==> src/rtl/imem.sv <==
// Instruction ROM holding the fixed 47-word test program; every other word reads zero.
// Latency: 0 cycles (OUT_REG=0) or 1 cycle (OUT_REG=1). Backpressure: none, a word is available every cycle.
module imem #(
    parameter int ADDR_W  = 6,
    parameter int DATA_W  = 32,
    parameter int OUT_REG = 0
) (
    input  logic              clk,
    input  logic              reset,
    input  logic [ADDR_W-1:0] addr,
    output logic [DATA_W-1:0] q
);

    function automatic logic [31:0] rom_word(input logic [ADDR_W-1:0] a);
        logic [31:0] w;
        w = '0;
        case (32'(a))
            0:  w = 32'hf8000001;  1:  w = 32'hf8008002;  2:  w = 32'hf8000203;  3:  w = 32'h8b050083;
            4:  w = 32'hf8018003;  5:  w = 32'hcb050083;  6:  w = 32'hf8020003;  7:  w = 32'hcb0a03e4;
            8:  w = 32'hf8028004;  9:  w = 32'h8b040064;  10: w = 32'hf8030004;  11: w = 32'hcb030025;
            12: w = 32'hf8038005;  13: w = 32'h8a1f0145;  14: w = 32'hf8040005;  15: w = 32'h8a030145;
            16: w = 32'hf8048005;  17: w = 32'h8a140294;  18: w = 32'hf8050014;  19: w = 32'haa1f0166;
            20: w = 32'hf8058006;  21: w = 32'haa030166;  22: w = 32'hf8060006;  23: w = 32'hf840000c;
            24: w = 32'h8b1f0187;  25: w = 32'hf8068007;  26: w = 32'hf807000c;  27: w = 32'h8b0e01bf;
            28: w = 32'hf807801f;  29: w = 32'hb4000040;  30: w = 32'hf8080015;  31: w = 32'hf8088015;
            32: w = 32'h8b0103e2;  33: w = 32'hcb010042;  34: w = 32'h8b0103f8;  35: w = 32'hf8090018;
            36: w = 32'h8b080000;  37: w = 32'hb4ffff82;  38: w = 32'hf809001e;  39: w = 32'h8b1e03de;
            40: w = 32'hcb1503f5;  41: w = 32'h8b1403de;  42: w = 32'hf85f83d9;  43: w = 32'h8b1e03de;
            44: w = 32'h8b1003de;  45: w = 32'hf81f83d9;  46: w = 32'hb400001f;
            default: w = '0;
        endcase
        return w;
    endfunction

    logic [DATA_W-1:0] rom_dat;
    assign rom_dat = DATA_W'(rom_word(addr));

    generate
        if (OUT_REG != 0) begin : g_reg
            always_ff @(posedge clk) begin
                if (reset) q <= '0;
                else       q <= rom_dat;
            end
        end else begin : g_comb
            // Pure lookup: clock and reset have no effect in this mode.
            logic unused_clk_reset;
            assign unused_clk_reset = clk ^ reset;
            assign q = rom_dat;
        end
    endgenerate

endmodule

==> config.mk <==
export PLATFORM = sky130hd
export DESIGN_NAME = imem
export DESIGN_NICKNAME = d
export VERILOG_FILES = /design/src/rtl/imem.sv
export SDC_FILE = /design/constraint.sdc
export NUM_CORES = 1
export LEC_CHECK = 0
export CORE_UTILIZATION = 45
export DETAILED_ROUTE_END_ITERATION = 12
export PLACE_DENSITY = 0.85
export SYNTH_ARGS = -nofsm -noshare
export SYNTH_HDL_FRONTEND = slang
export SYNTH_SLANG_ARGS = --single-unit
==> constraint.sdc <==
create_clock -name vclk -period 4.25
set_clock_uncertainty 0.2 [all_clocks]
set_input_delay 0.85 -clock vclk [all_inputs]
set_output_delay 0.85 -clock vclk [all_outputs]
set_load 0.05 [all_outputs]
== Word level (Yosys, flattened, before mapping) ==
Memory sizes are Yosys's and may differ from the RTL's.
Index checks and enable logic that the tools add are counted.
Widths: inputs -> output; s select.

* Flip-flop bits (word level): 0
* Bits in latches: 0
* Bits in writable memories: 0
* Memory bits (read-only): 2,048
* Bits of input ports: 8
* Output and inout bits: 32
* Memories: 1

* Add/subtract/negate cells: 0
* Multiply operators: 0
* Div/mod/pow operators: 0
* Order comparisons: 0
* Eq/ne operators: 0
* Shift operators: 0
* Muxes and demuxes: 0
* Bitwise gates (word level): 0
* Reductions and logical operators: 0

{| class="wikitable"
|+ Memory list
! name !! depth !! width !! rd ports !! clocked after Yosys merged registers in !! write ports !! line !! RTL
|-
| (no name shown) || 64 || 32 || 1 || 0 || 0 || 17 || <nowiki>case (32'(a))</nowiki>
|}

== Longest topological paths before layout ==
An unclocked memory read counts as a cell.

* Depth in word-level cells: 1
* Mapped depth: 7
* Depth with buffers taken out: 6

== Worst setup path before layout ==
Ideal clock, no wire load.

* Kind: in2out
* Start: in addr[0]
* End: out q[8]
* Arrival: 3.073 ns
* Data required time: 3.200 ns
* Setup slack: 0.127 ns
* Stages on the path: 7
* Path buffers: 1
* Path through: buf_4 inv_1 ha_1 nand2b_1 a21oi_1 nor2_1 o31ai_1

* Word-level cells in the longest chain between the ends: 1

{| class="wikitable"
|+ Ends and longest elaborated chain
! item !! line !! RTL
|-
| start, declared || 10 || <nowiki>input logic [ADDR_W-1:0] addr,</nowiki>
|-
| $mem_v2 64x32 || n/a ||
|-
| end, declared || 11 || <nowiki>output logic [DATA_W-1:0] q</nowiki>
|}

No other way between the ends.

== Worst setup path in the final report ==
* Start: in addr[0]
* End: out q[5]

Same word-level chain as after synthesis.

==> reports/qor.txt <==
share of the synthesized area in the top cell type -> 13.0%
core area -> 0.00305 mm2
Seq/Total Area, Yosys -> 0%
DRC Markers -> 0
Reg area -> 0 um2
WP data arrival -> 3.05 ns
final hold vios -> 0
Vias/cell -> 6.51
Detail Route Antenna Nets -> 0
Die X -> 58.6 um
Hold WC Path Type -> input port to output pin
PD cells -> 155 mW/mm2
CP Max Fanout -> 15
Worst-Margin Slew -> 0.553 ns
placed cells -> 295
syn nets -> 249
Slew headroom -> 63.0%
Post-DP HPWL -> 3620 um
P_leak -> 0.000835 uW
slowest stage delay, CP -> 0.50 ns
filler instances -> 284
GP Congestion -> 1.04
Core Util, Final -> 67.2%
final instance area -> 0.00205 mm2
Die Span Y -> 58.6 um
WL/cell -> 17.1 um
drt first pass iters -> 5
I/O pins -> 40
area of the multi-input gates -> 0.00124 mm2
Setup TNS -> 0 ns
Routed WL -> 5060 um
Seq pwr share -> 0%
final setup fails -> 0
Yosys warnings -> 0
Cell Area, Synth -> 0.00144 mm2
Ant. Diodes -> 0
PortBufs -> 38
Internal Power -> 123 uW
CTS Hold Bufs -> 0
number of global-route vias before repair -> 1633
die area -> 0.00343 mm2
clkbuf count -> 0
final worst slack -> 0.155 ns
Gate power share -> 100.0%
site row count -> 20
CP Launch Type -> input port
Synth cell types -> 47
minimum clock period -> 4.10 ns
Post-synth top cells -> a21oi_1, nand2_1, nor2_1, o21ai_0, ha_1
crit path kind -> input port to output pin
DP Worst Slack -> 0.180 ns
DR iter-0 viols -> 196
outcome -> finished clean
placed cell areas -> 0.00205 mm2
fin crit share -> 96.4%
vias after detailed routing -> 1920
Seq Cell Count -> 0
Post-Syn Instances -> 226
Req. time, crit path -> 3.20 ns
global-route wire length before repair -> 7890 um
post_cts resized -> 0
antenna violations before repair -> 0
Total GRT Usage -> 29.0%
Slowest-stage cell, CP -> o32ai_1
critical path cell sequence -> clkdlybuf4s50_1 > buf_4 > ha_1 > nand2b_1 > a21oi_1 > nor2_1 > o32ai_1 > buf_12
layout cells sized above 1 -> 19.5%
Fmax achieved -> 0.244 GHz
maxcap violations -> 0
final non-filler cell total -> 295
Post-CTS Setup Bufs -> 0
post-synthesis area per instance -> 6.38 um2
largest net degree at the start of global routing -> 56
initial core utilization -> 47.2%
nets@finish -> 276
switching pwr -> 195 uW
clock power share -> 0%
top post-synthesis cells by area -> ha_1, a21oi_1, o211ai_1
Max VDD drop -> 91.0 uV
Worst setup EP type -> output pin
area delta synth->final -> 42.3%
total grt overflow -> 0
sw frac -> 61.2%
RSZ-0062 raised after global routing -> no
Slew Limit Fails -> 0
Yosys top cell by area -> ha_1
## power by group through the flow
| stage | sequential, uW | combinational (uW) | clock (uW) |
|---|---|---|---|
| 2_1_floorplan | 0 | 193 | 0 |
| 3_3_place_gp | 0 | 308 | 0 |
| 3_5_place_dp | 0 | 312 | 0 |
| 4_1_cts | 0 | 313 | 0 |
| 5_1_grt | 0 | 332 | 0 |
| 6_report | 0 | 318 | 0 |
## cell usage in the layout (no fill, tap or decap), types with 6 or more instances in the layout
cell              n
buf_12           26
nand2_1          22
a21oi_1          22
nor2_1           20
buf_4            20
o21ai_0          18
ha_1             15
o211ai_1         13
nand2b_1         12
inv_1             6
clkdlybuf4s50_1   6
## logic make-up after synthesis
kind of cell | after synthesis | synth area share, %
buf+inv | 34 | 14.1
fa+ha+maj | 15 | 13.0
mux | 4 | 2.78
compound gates | 94 | 43.4
simple gates | 79 | 26.7
## through the flow
| step | power [uW] | hold slack [ns] |
|---|---|---|
| floorplan | 193 | 1.93 |
| global placement | 308 | 2.48 |
| detailed placement | 312 | 2.49 |
| CTS | 313 | 2.49 |
| global route | 332 | 2.54 |
| finish | 318 | 2.50 |
## metal layers
metal	share of wire, %	wire, um	global-route usage [%]	up-vias
li1	-	-	-	890
met1	38	1910	41.5	849
met2	46	2310	46.1	164
met3	14	710	1.32	17
met4	2.6	130	10.2	0
met5	0	0	0	-
## critical path: cells and delay by family
family	cells	cell delay, ns
fa+ha+maj	1	0.36
compound gates	2	0.67
buf+inv	3	0.90
simple gates	2	0.26
## cell type report
| cell class | count | area share, % |
|---|---|---|
| multi-input cells | 192 | 60.4 |
| repair buffers | 52 | 35.6 |
| well taps | 44 | 2.68 |
| inverters | 7 | 1.28 |
## final timing paths
kind,startpoint,end,slack [ns],depth (start not counted)
worst max-delay path,addr[0],q[5],0.15,8
worst min-delay path,addr[3],q[20],2.50,5
Power figures use the tool's default switching activity.
==> RTL change (same settings) <==
Change the parameter `DATA_W` from 32 to 64.
--- a/src/rtl/imem.sv
+++ b/src/rtl/imem.sv
@@ -3,5 +3,5 @@
 module imem #(
     parameter int ADDR_W  = 6,
-    parameter int DATA_W  = 32,
+    parameter int DATA_W  = 64,
     parameter int OUT_REG = 0
 ) (
Interface: changed (resized q); port bits go from 40 to 72. The function was not compared with the original's and may differ.
==> RTL change against the unedited design <==
Routed wire length is 1.9% higher; first-iteration DRC count rose by 6.1%; fmax fell by 0.95%; area after synthesis increased by 17%; total power grew 20%; cell area up 6.6%; critical endpoint unchanged; sequential share of layout area is the same; worst setup slack lost 0.039 ns; largest power group unchanged; non-clock buffer count unchanged; critical path depth did not move.
==> RTL change: results <==
[global_route]
grtUsageMet1 = 0.356
grt_first_pass_wirelength_um = 8280
antenna_found_initial = 0
grt_max_degree = 46
gr-usage-met2 = 0.399
grt_use_met3 = 0.0254
grtUsageTotal = 0.252
grt_pass1_vias = 1643

[route]
vias_per_cell = 6.10
routed_wl_um = 5150
dr.pass1.iters = 6
drtIter0Drc = 208
wl_per_cell_um = 15.7

[setup_path]
cp.arrival_ns = 3.08
crit_fanout = 15
critPathSlowestCell = "clkdlybuf4s50_1"
critPathTopFamily = "buffers and inverters"
cpPeakStageDelay_ns = 0.47

[place]
dp.cells = 329
place_ws_ns = 0.191
routabilityCongestion = 0.996
place_area_sq_mm = 0.00219
port_buffers = 38
dp_hpwl_um = 3780

[power]
p_leak_nw = 0.941
max-vdd-ir-drop_mv = 0.100

[finish]
diodes = 0
seq_cells = 0
drive_gt1_frac = 0.173
finalNetCount = 308
final.clkbuf_count = 0

[logic_synthesis]
synth_common_cells = "buf_4 (42), a21oi_1 (22), nand2_1 (22), nor2_1 (20), o21ai_0 (18)"
ys_seq_area_frac = 0
yosysUniqueCellTypes = 48
syn_inst = 259
synth_area_leaders = "buf_4 (19%), ha_1 (11%), a21oi_1 (6.5%)"
ys.warnings.count = 0

[cts]
postCtsSetupRepairBufs = 0
cts_resized = 0

[timing]
slew_headroom = 0.600

[outcome]
status = "complete, no violations"

[worst_hold_path]
hp-class = "primary input to primary output"
RTL change: changes by cell type after synthesis, sizes merged:
cell  unedited run  this run
conb             0         1
buf             25        57
RTL change: kinds of logic (layout without fill, tap and decap cells):
| logic type | after synthesis | in the layout | synth area share |
|---|---|---|---|
| adder cells (fa/ha/maj) | 15 | 15 | 0.111 |
| AO/OA/AOI/OAI | 94 | 94 | 0.371 |
| multiplexers | 4 | 4 | 0.0238 |
| buffers and inverters | 66 | 59 | 0.263 |
| AND/OR/NAND/NOR | 79 | 79 | 0.229 |
| other | 1 | 32 | 0.00223 |
RTL change: through the flow:
stage | hold WS, ns | utilization
5_1_grt | 2.42 | 0.630
2_1_floorplan | 1.93 | -
6_report | 2.38 | 0.630
3_3_place_gp | 2.38 | 0.630
3_5_place_dp | 2.37 | 0.630
4_1_cts | 2.38 | 0.630
RTL change: area by class of cell:
cell class | instances | area (sq um)
well taps | 46 | 57.6
repair buffers | 52 | 743
fillers | 317 | 1280
multi-input cells | 224 | 1360
inverters | 7 | 26.3
RTL change: report_power, final:
| part | switching [W] | internal (W) |
|---|---|---|
| Combinational | 0.000256 | 0.000128 |
| Sequential | 0 | 0 |
| Clock | 0 | 0 |
RTL change: per-layer routing:
metal | routed length (um) | vias to the layer above | part of all wire
li1 | - | 920 | -
met1 | 2030 | 893 | 0.39
met2 | 2410 | 173 | 0.47
met3 | 599 | 20 | 0.12
met4 | 110 | 0 | 0.021
met5 | 0 | - | 0
RTL change: final timing paths:
path                  startpoint  endpoint  slack [ns]  cells after the start
worst max-delay path     addr[0]      q[5]        0.12                      8
worst min-delay path     addr[2]     q[26]        2.38                      4
